==> src/rtl/tree_acc_ctrl.sv <==
`default_nettype none
// ============================================================================
// Module   : tree_acc_ctrl
// Purpose  : Gates vectors into an external adder tree and integrates its
//            signed sums over cfg_len vectors.
// Option   : define TREE_ACC_SAT_EN to saturate the accumulator (default wraps)
// Revision : 1.0
// ============================================================================
module tree_acc_ctrl #(
  parameter int DATA_WIDTH = 8,
  parameter int PARALLEL   = 10,
  parameter int ACC_WIDTH  = 32,
  localparam int SW        = DATA_WIDTH + $clog2(PARALLEL)
) (
  input  logic                 clk,
  input  logic                 rst_n,
  input  logic                 start,
  input  logic [15:0]          cfg_len,
  input  logic                 din_valid,
  output logic                 tree_in_valid,
  input  logic [SW-1:0]        tree_dout,
  input  logic                 tree_out_valid,
  output logic [ACC_WIDTH-1:0] acc_dout,
  output logic                 acc_valid,
  output logic                 busy,
  output logic                 overflow
);

  typedef enum logic [1:0] {
    IDLE  = 2'd0,
    RUN   = 2'd1,
    DRAIN = 2'd2,
    DONE  = 2'd3
  } state_t;

  state_t                 r_state;
  state_t                 w_state_nxt;
  logic [15:0]            r_len;
  logic [15:0]            r_issue;
  logic [15:0]            r_recv;
  logic [ACC_WIDTH-1:0]   r_acc;
  logic                   r_acc_valid;
  logic                   r_busy;
  logic                   r_ovf;

  logic                   w_accept;
  logic                   w_start_go;
  logic [15:0]            w_issue_nxt;
  logic [15:0]            w_recv_nxt;
  logic signed [ACC_WIDTH-1:0] w_ext;
  logic [ACC_WIDTH-1:0]   w_sum;
  logic [ACC_WIDTH-1:0]   w_acc_nxt;
  logic                   w_ovf;

  assign tree_in_valid = (r_state == RUN) && din_valid;
  assign w_accept      = tree_out_valid && ((r_state == RUN) || (r_state == DRAIN));
  assign w_start_go    = (r_state == IDLE) && start;
  assign w_issue_nxt   = r_issue + 16'd1;
  assign w_recv_nxt    = r_recv + {15'd0, w_accept};

  assign w_ext = ACC_WIDTH'($signed(tree_dout));
  assign w_sum = r_acc + w_ext;
  // Signed overflow: operands share a sign that the sum does not.
  assign w_ovf = (r_acc[ACC_WIDTH-1] == w_ext[ACC_WIDTH-1]) &&
                 (w_sum[ACC_WIDTH-1] != r_acc[ACC_WIDTH-1]);

`ifdef TREE_ACC_SAT_EN
  assign w_acc_nxt = !w_ovf ? w_sum :
                     r_acc[ACC_WIDTH-1] ? {1'b1, {(ACC_WIDTH-1){1'b0}}}
                                        : {1'b0, {(ACC_WIDTH-1){1'b1}}};
`else
  assign w_acc_nxt = w_sum;
`endif

  always_comb begin
    w_state_nxt = r_state;
    case (r_state)
      IDLE:    if (start) w_state_nxt = RUN;
      RUN:     if (tree_in_valid && (w_issue_nxt == r_len)) w_state_nxt = DRAIN;
      // Also covers results that all arrived while still issuing.
      DRAIN:   if (w_recv_nxt == r_len) w_state_nxt = DONE;
      DONE:    w_state_nxt = IDLE;
      default: w_state_nxt = IDLE;
    endcase
  end

  always_ff @(posedge clk or negedge rst_n) begin
    if (!rst_n) begin
      r_state     <= IDLE;
      r_len       <= 16'd0;
      r_issue     <= 16'd0;
      r_recv      <= 16'd0;
      r_acc       <= '0;
      r_acc_valid <= 1'b0;
      r_busy      <= 1'b0;
      r_ovf       <= 1'b0;
    end else begin
      r_state     <= w_state_nxt;
      r_busy      <= (w_state_nxt != IDLE);
      r_acc_valid <= (w_state_nxt == DONE);
      if (w_start_go) begin
        r_len   <= (cfg_len == 16'd0) ? 16'd1 : cfg_len;
        r_issue <= 16'd0;
        r_recv  <= 16'd0;
        r_acc   <= '0;
        r_ovf   <= 1'b0;
      end else begin
        if (tree_in_valid) r_issue <= w_issue_nxt;
        if (w_accept) begin
          r_recv <= w_recv_nxt;
          r_acc  <= w_acc_nxt;
          if (w_ovf) r_ovf <= 1'b1;
        end
      end
    end
  end

  assign acc_dout  = r_acc;
  assign acc_valid = r_acc_valid;
  assign busy      = r_busy;
  assign overflow  = r_ovf;

endmodule
`default_nettype wire

==> config.mk <==
export PLATFORM = sky130hd
export DESIGN_NAME = tree_acc_ctrl
export DESIGN_NICKNAME = d
export VERILOG_FILES = /design/src/rtl/tree_acc_ctrl.sv
export SDC_FILE = /design/constraint.sdc
export NUM_CORES = 1
export LEC_CHECK = 0
export ABC_AREA = 1
export CELL_PAD_IN_SITES_DETAIL_PLACEMENT = 1
export CELL_PAD_IN_SITES_GLOBAL_PLACEMENT = 1
export CORE_MARGIN = 2
export CORE_UTILIZATION = 38
export CTS_BUF_LIST = sky130_fd_sc_hd__clkbuf_8
export CTS_CLUSTER_DIAMETER = 100
export DETAILED_ROUTE_END_ITERATION = 8
export PLACE_DENSITY_LB_ADDON = 0.1
export SYNTH_ARGS = -nofsm -noshare
export SYNTH_HDL_FRONTEND = slang
export SYNTH_SLANG_ARGS = --single-unit
==> constraint.sdc <==
create_clock -name clk -period 2.55 [get_ports clk]
set_clock_uncertainty 0.1 [all_clocks]
set_input_delay 0.51 -clock clk [delete_from_list [all_inputs] [get_ports clk]]
set_output_delay 0.51 -clock clk [all_outputs]
set_load 0.05 [all_outputs]
**Yosys cells after proc, flatten, opt, wreduce, memory -nomap -nowiden**

Index checks and enable logic that the tools add are counted.

- Muxes and demuxes: 14
- Shift operators: 0
- Divide/modulo/power cells: 0
- Equality and inequality tests: 8
- Bitwise gates (word level): 0
- $lt $le $gt $ge: 0
- Reduce and logical (&&, ||, !) cells: 13
- Add/sub/neg operators: 3
- Multipliers: 0

Operators with widths:

| cell | number |
|---|---|
| 16-bit 2-to-1 mux | 5 |
| 32-bit 2-to-1 mux | 2 |
| 32-bit adder | 1 |
| 16-bit equality test | 2 |
| 16-bit by 1-bit adder with 16-bit output | 1 |
| 16-bit by 1-bit adder with 16-bit output, second input constant | 1 |
| 16-bit logical NOT | 1 |
| 2-bit case mux with 4 select lines | 1 |
| 2-bit nonzero test | 4 |
| 2-bit equality test, second input constant | 3 |
| 2-bit 2-to-1 mux | 3 |
| 1-bit logical AND | 5 |
| 1-bit 2-to-1 mux | 3 |
| 2-bit by 1-bit equality test with 1-bit output, second input constant | 1 |
| 2-bit logical NOT | 1 |
| 2-bit AND reduction | 1 |
| 1-bit equality test | 1 |
| 1-bit logical OR | 1 |
| 1-bit != test | 1 |

- Memories kept: 0
- Register bits after elaboration: 85
- RAM bits: 0
- Latch bits: 0
- Output and inout bits: 36
- Logic and storage cells: 46
- Input bits: 33
- Memory bits (read-only): 0

**Depth between registers and ports, before layout**

- Depth in word-level cells: 8
- Depth in mapped cells: 23
- Mapped depth without buffers: 23

**Worst setup path before layout**

No wires, ideal clock.

- Path kind: reg-to-reg
- From: reg r_state[0]
- To: reg r_acc_valid, in the netlist acc_valid
- Clock period less this slack: 2.528 ns
- Setup time: 0.069 ns
- Stages on the path, launching flop included: 24
- Arrival time: 2.359 ns
- Slack: 0.022 ns
- Path through: dfrtp_1 inv_1 ha_1 nand2_1 inv_1 ha_1 ha_1 nand2_1 nor2_2 nand2_1 clkinv_1 nand2_1 nand2_1 nand2_1 nand2_1 nand2_1 nand2_1 nor2_1 nand3_1 nand2_1 nand2_1 nand2_1 nand2_2 nor2_2

- Longest elaborated chain between the ends: 8

RTL lines:

| item | RTL line | text |
|---|---|---|
| start: declaration | 36 | `state_t r_state;` |
| start signal: assignment | 98 | `r_state <= w_state_nxt;` |
| 2-bit by 1-bit equality test with 1-bit output / 2-bit equality test (equally long branches) | 55, 56, 77 |  |
| 1-bit logical OR | 56 | `assign w_accept = tree_out_valid && ((r_state == RUN) \|\| (r_state == DRAIN));` |
| 1-bit logical AND | 56 |  |
| 16-bit by 1-bit adder with 16-bit output | 59 | `assign w_recv_nxt = r_recv + {15'd0, w_accept};` |
| 16-bit equality test | 81 | `DRAIN: if (w_recv_nxt == r_len) w_state_nxt = DONE;` |
| 2-bit 2-to-1 mux | 81 |  |
| 2-bit case mux with 4 select lines (*) | 77 | `case (r_state)` |
| 2-bit equality test (*) | 100 | `r_acc_valid <= (w_state_nxt == DONE);` |
| end signal: assignment | 100 |  |
| end: declaration | 42 | `logic r_acc_valid;` |

Every way passes the cells marked *; elsewhere a longest branch is shown, timed or not.
A chain may end at the register's enable or synchronous reset.

**Worst setup path in the final report**

- From: reg r_state[1]
- To: reg r_acc_valid, in the netlist acc_valid

Same word-level chain as after synthesis.

==> results.yml <==
status:
  status: "finished with violations"
  violations: "setup timing"
sta:
  fin_crit_sh: 1.032
  finalHoldViolations: 0
  setup_violations: 4
  fin_ws_ns: -0.08191
  slew_viol_final: 0
  whs_ns: 0.4064
  worst_pin_slew_ns: 0.6047
  slew_headroom: 0.5959
  fmax_mhz: 380.0
  grt_setup_unrepaired: "yes"
  min_period_ns: 2.632
clock_network:
  ctsHtreeMaxLevel: 3
  path_clk_slew_ns: 0.08
  cts_tree: "built"
  cts-root-buf: "clkbuf_8"
  numCtsBuffers: 9
  clkSinkCount: 85
  cts_max_path_buffers: 2
  clock_latency_ns: 0.39
layout:
  drive_above_1_share: 0.2338
  finalInstanceArea_um2: 9010
  syn_to_final_growth_pct: 44.69
  diodes: 0
  fin_util: 0.5651
  nets: 1193
grt:
  grtUsageTotal: 0.2636
  grt_max_degree: 66
  grt_overflow: 0
  met1_usage: 0.3264
  busiest_layer: "met2"
  grt_pass1_vias: 7469
  antenna_found_initial: 0
  gr-usage-met3: 0.04344
  grt_pass1_wl_mm: 37.10
  use_met2: 0.4757
worst_setup_path:
  max_stage_delay_ns: 0.39
  required_ns: 2.77
  startpoint_type: "register"
  criticalPathCategory: "register to register"
  crit_fanout: 4
  cp.arrival_ns: 2.85
  crit_path_top_delay_cell: "dfrtp_1"
  critPathMostFrequentCell: "nand2_2"
  cp-end-kind: "register"
  cp_cell_sequence: "inv_2 > ha_4 > nand2_4 > inv_4 > ha_4 > ha_4 > nand2_4 > nor2_4 > nand2_2 > clkinv_4 > nand3_4 > nand2_4 > nand2_2 > nand2_2 > nand2_2 > nor2_4 > nand3_2 > nand2_2 > nand2_1 > nand2_1 > nand2_2 > nor2_2"
yosys:
  ys_seq_area_frac: 0.3416
  yosys_warnings: 0
  dominantRegCellSynth: "dfrtp_1"
  avgSynthCellArea_um2: 6.973
  synth.net_count: 966
  synth-seq-cells: 85
  async_flop_share: 1.000
  netlist_area_um2: 6227
  synth_cell_type_count: 39
  synthCells: 893
  synth_edf_count: 0
placed_design:
  portBuffers: 68
  gp_congestion: 0.8764
  dp_hpwl_mm: 16.69
  placed_cell_area_um2: 8223
  place_ws_ns: -0.6229
route:
  firstDrtPassIters: 4
  finalWirelength_mm: 23.73
  postRouteAntennaNets: 0
  drc_errors: 0
  vias: 7104
  wire_per_inst_um: 17.70
  drt_iter0_markers: 347
  via_per_inst: 5.298
pwr:
  leakagePower_uw: 0.004204
  powerDensity_nw_per_um2: 1074
  power_uw: 9679
  ir_drop_uv: 689.9
worst_hold_path:
  hp-class: "register to register"
floorplanning:
  die_y_um: 132.0
  rows: 46
  die-area_um2: 17430
  start_util: 0.3906
  core-area_um2: 15940
  die_x_um: 132.0
  ioPinCount: 69
job:
  max-cap-violations: 0
worst max-delay path: cells and delay by family (launching register included):
kind | cells | cell delay (ns)
flip-flops | 1 | 0.39
adder cells (fa/ha/maj) | 3 | 0.54
AND/OR/NAND/NOR | 16 | 1.31
buffers and inverters | 3 | 0.22
stage by stage:
step,setup TNS [ns],instances
2_1_floorplan,0,893
3_3_place_gp,-9.642,1304
3_5_place_dp,-11.55,1304
4_1_cts,-0.1497,1335
5_1_grt,-0.6752,1341
6_report,-0.2198,1341
repair_timing:
item | CTS | global route
pin swaps | 16 | 22
cloned | 0 | 1
setup endpoints to repair | 14 | 25
resized for setup | 56 | 42
endpoints found under the hold margin | 20 | 0
hold buffers | 1 | 0
setup buffers | 14 | 6
path summary, 6_finish.rpt:
path                                            from                 endpoint  slack [ns]  depth (start not counted)
worst max-delay path            r_state[1]$_DFF_PN0_      acc_valid$_DFF_PN0_       -0.08                         22
worst min register to register  overflow$_DFFE_PN0P_     overflow$_DFFE_PN0P_        0.41                          2
max in group asynchronous                      rst_n     r_state[1]$_DFF_PN0_        1.19                          3
min in group asynchronous                      rst_n  acc_dout[0]$_DFFE_PN0P_        0.45                          2
worst min-delay path            overflow$_DFFE_PN0P_     overflow$_DFFE_PN0P_        0.41                          2
worst max register to register  r_state[1]$_DFF_PN0_      acc_valid$_DFF_PN0_       -0.08                         22
per-layer routing:
layer / vias up / share of wire
li1: 3439 / -
met1: 3511 / 0.43
met2: 126 / 0.52
met3: 28 / 0.034
met4: 0 / 0.015
met5: - / 0
registers in the layout, indices dropped and copies added (netlist names):
name and count:
acc_dout 32, r_issue 16, r_len 16, r_recv 16, r_state 2, acc_valid 1, busy 1, overflow 1
logic make-up (layout without fill, tap and decap cells):
family | count (synthesis) | after routing | synth area share
adders and majority gates | 40 | 40 | 0.08158
and+or+nand+nor | 452 | 452 | 0.3062
buffers and inverters | 109 | 341 | 0.06610
AOI/OAI and AO/OA | 189 | 189 | 0.1682
xor gates and xnor gates | 18 | 18 | 0.03637
DFF | 85 | 85 | 0.3416
placed cells by master (no fill, tap or decap), drive strengths merged, types with 2 or more instances in the layout:
cell,n
xnor3,5
o21ai,82
o22ai,23
buf,161
nor3,8
nor4,6
clkdlybuf4s50,64
clkbuf,11
a31oi,2
inv,94
clkinv,6
dlymetal6s2s,2
o21bai,2
nor2,82
xor2,12
nand3,55
o31ai,6
ha,39
nand3b,4
nand2,278
a21o,3
dfrtp,85
a21oi,60
a32o,4
or2,5
o211ai,2
a21boi,2
nand4,13
layout make-up:
| cell class | instances | area (um^2) |
|---|---|---|
| Clock inverter | 6 | 63.81 |
| Tap cell | 216 | 270.3 |
| Clock buffer | 10 | 137.6 |
| Multi-Input combinational cell | 699 | 4080 |
| Fill cell | 2053 | 6933 |
| Sequential cell | 85 | 2127 |
| Timing Repair Buffer | 229 | 1963 |
| Inverter | 96 | 367.9 |
power breakdown:
part | internal (uW) | total, uW | switching, uW | leakage [uW]
Clock | 479 | 1050 | 573 | 0.000104
Sequential | 1750 | 2170 | 418 | 0.00111
Combinational | 2680 | 6460 | 3780 | 0.00299
cell usage after synthesis (all sizes together) (8+ instances only):
library cell  instances  area share
ha                   39       0.078
nand4                13       0.013
inv                  93       0.056
o22ai                23       0.023
nand3                55       0.045
a21oi                60       0.048
dfrtp                85        0.34
o21ai                82       0.067
xor2                 12       0.017
clkbuf               11      0.0066
nor2                 82       0.055
nand2               278        0.17
nor3                  8      0.0064
Note: power is estimated with default switching activity, not from simulation.
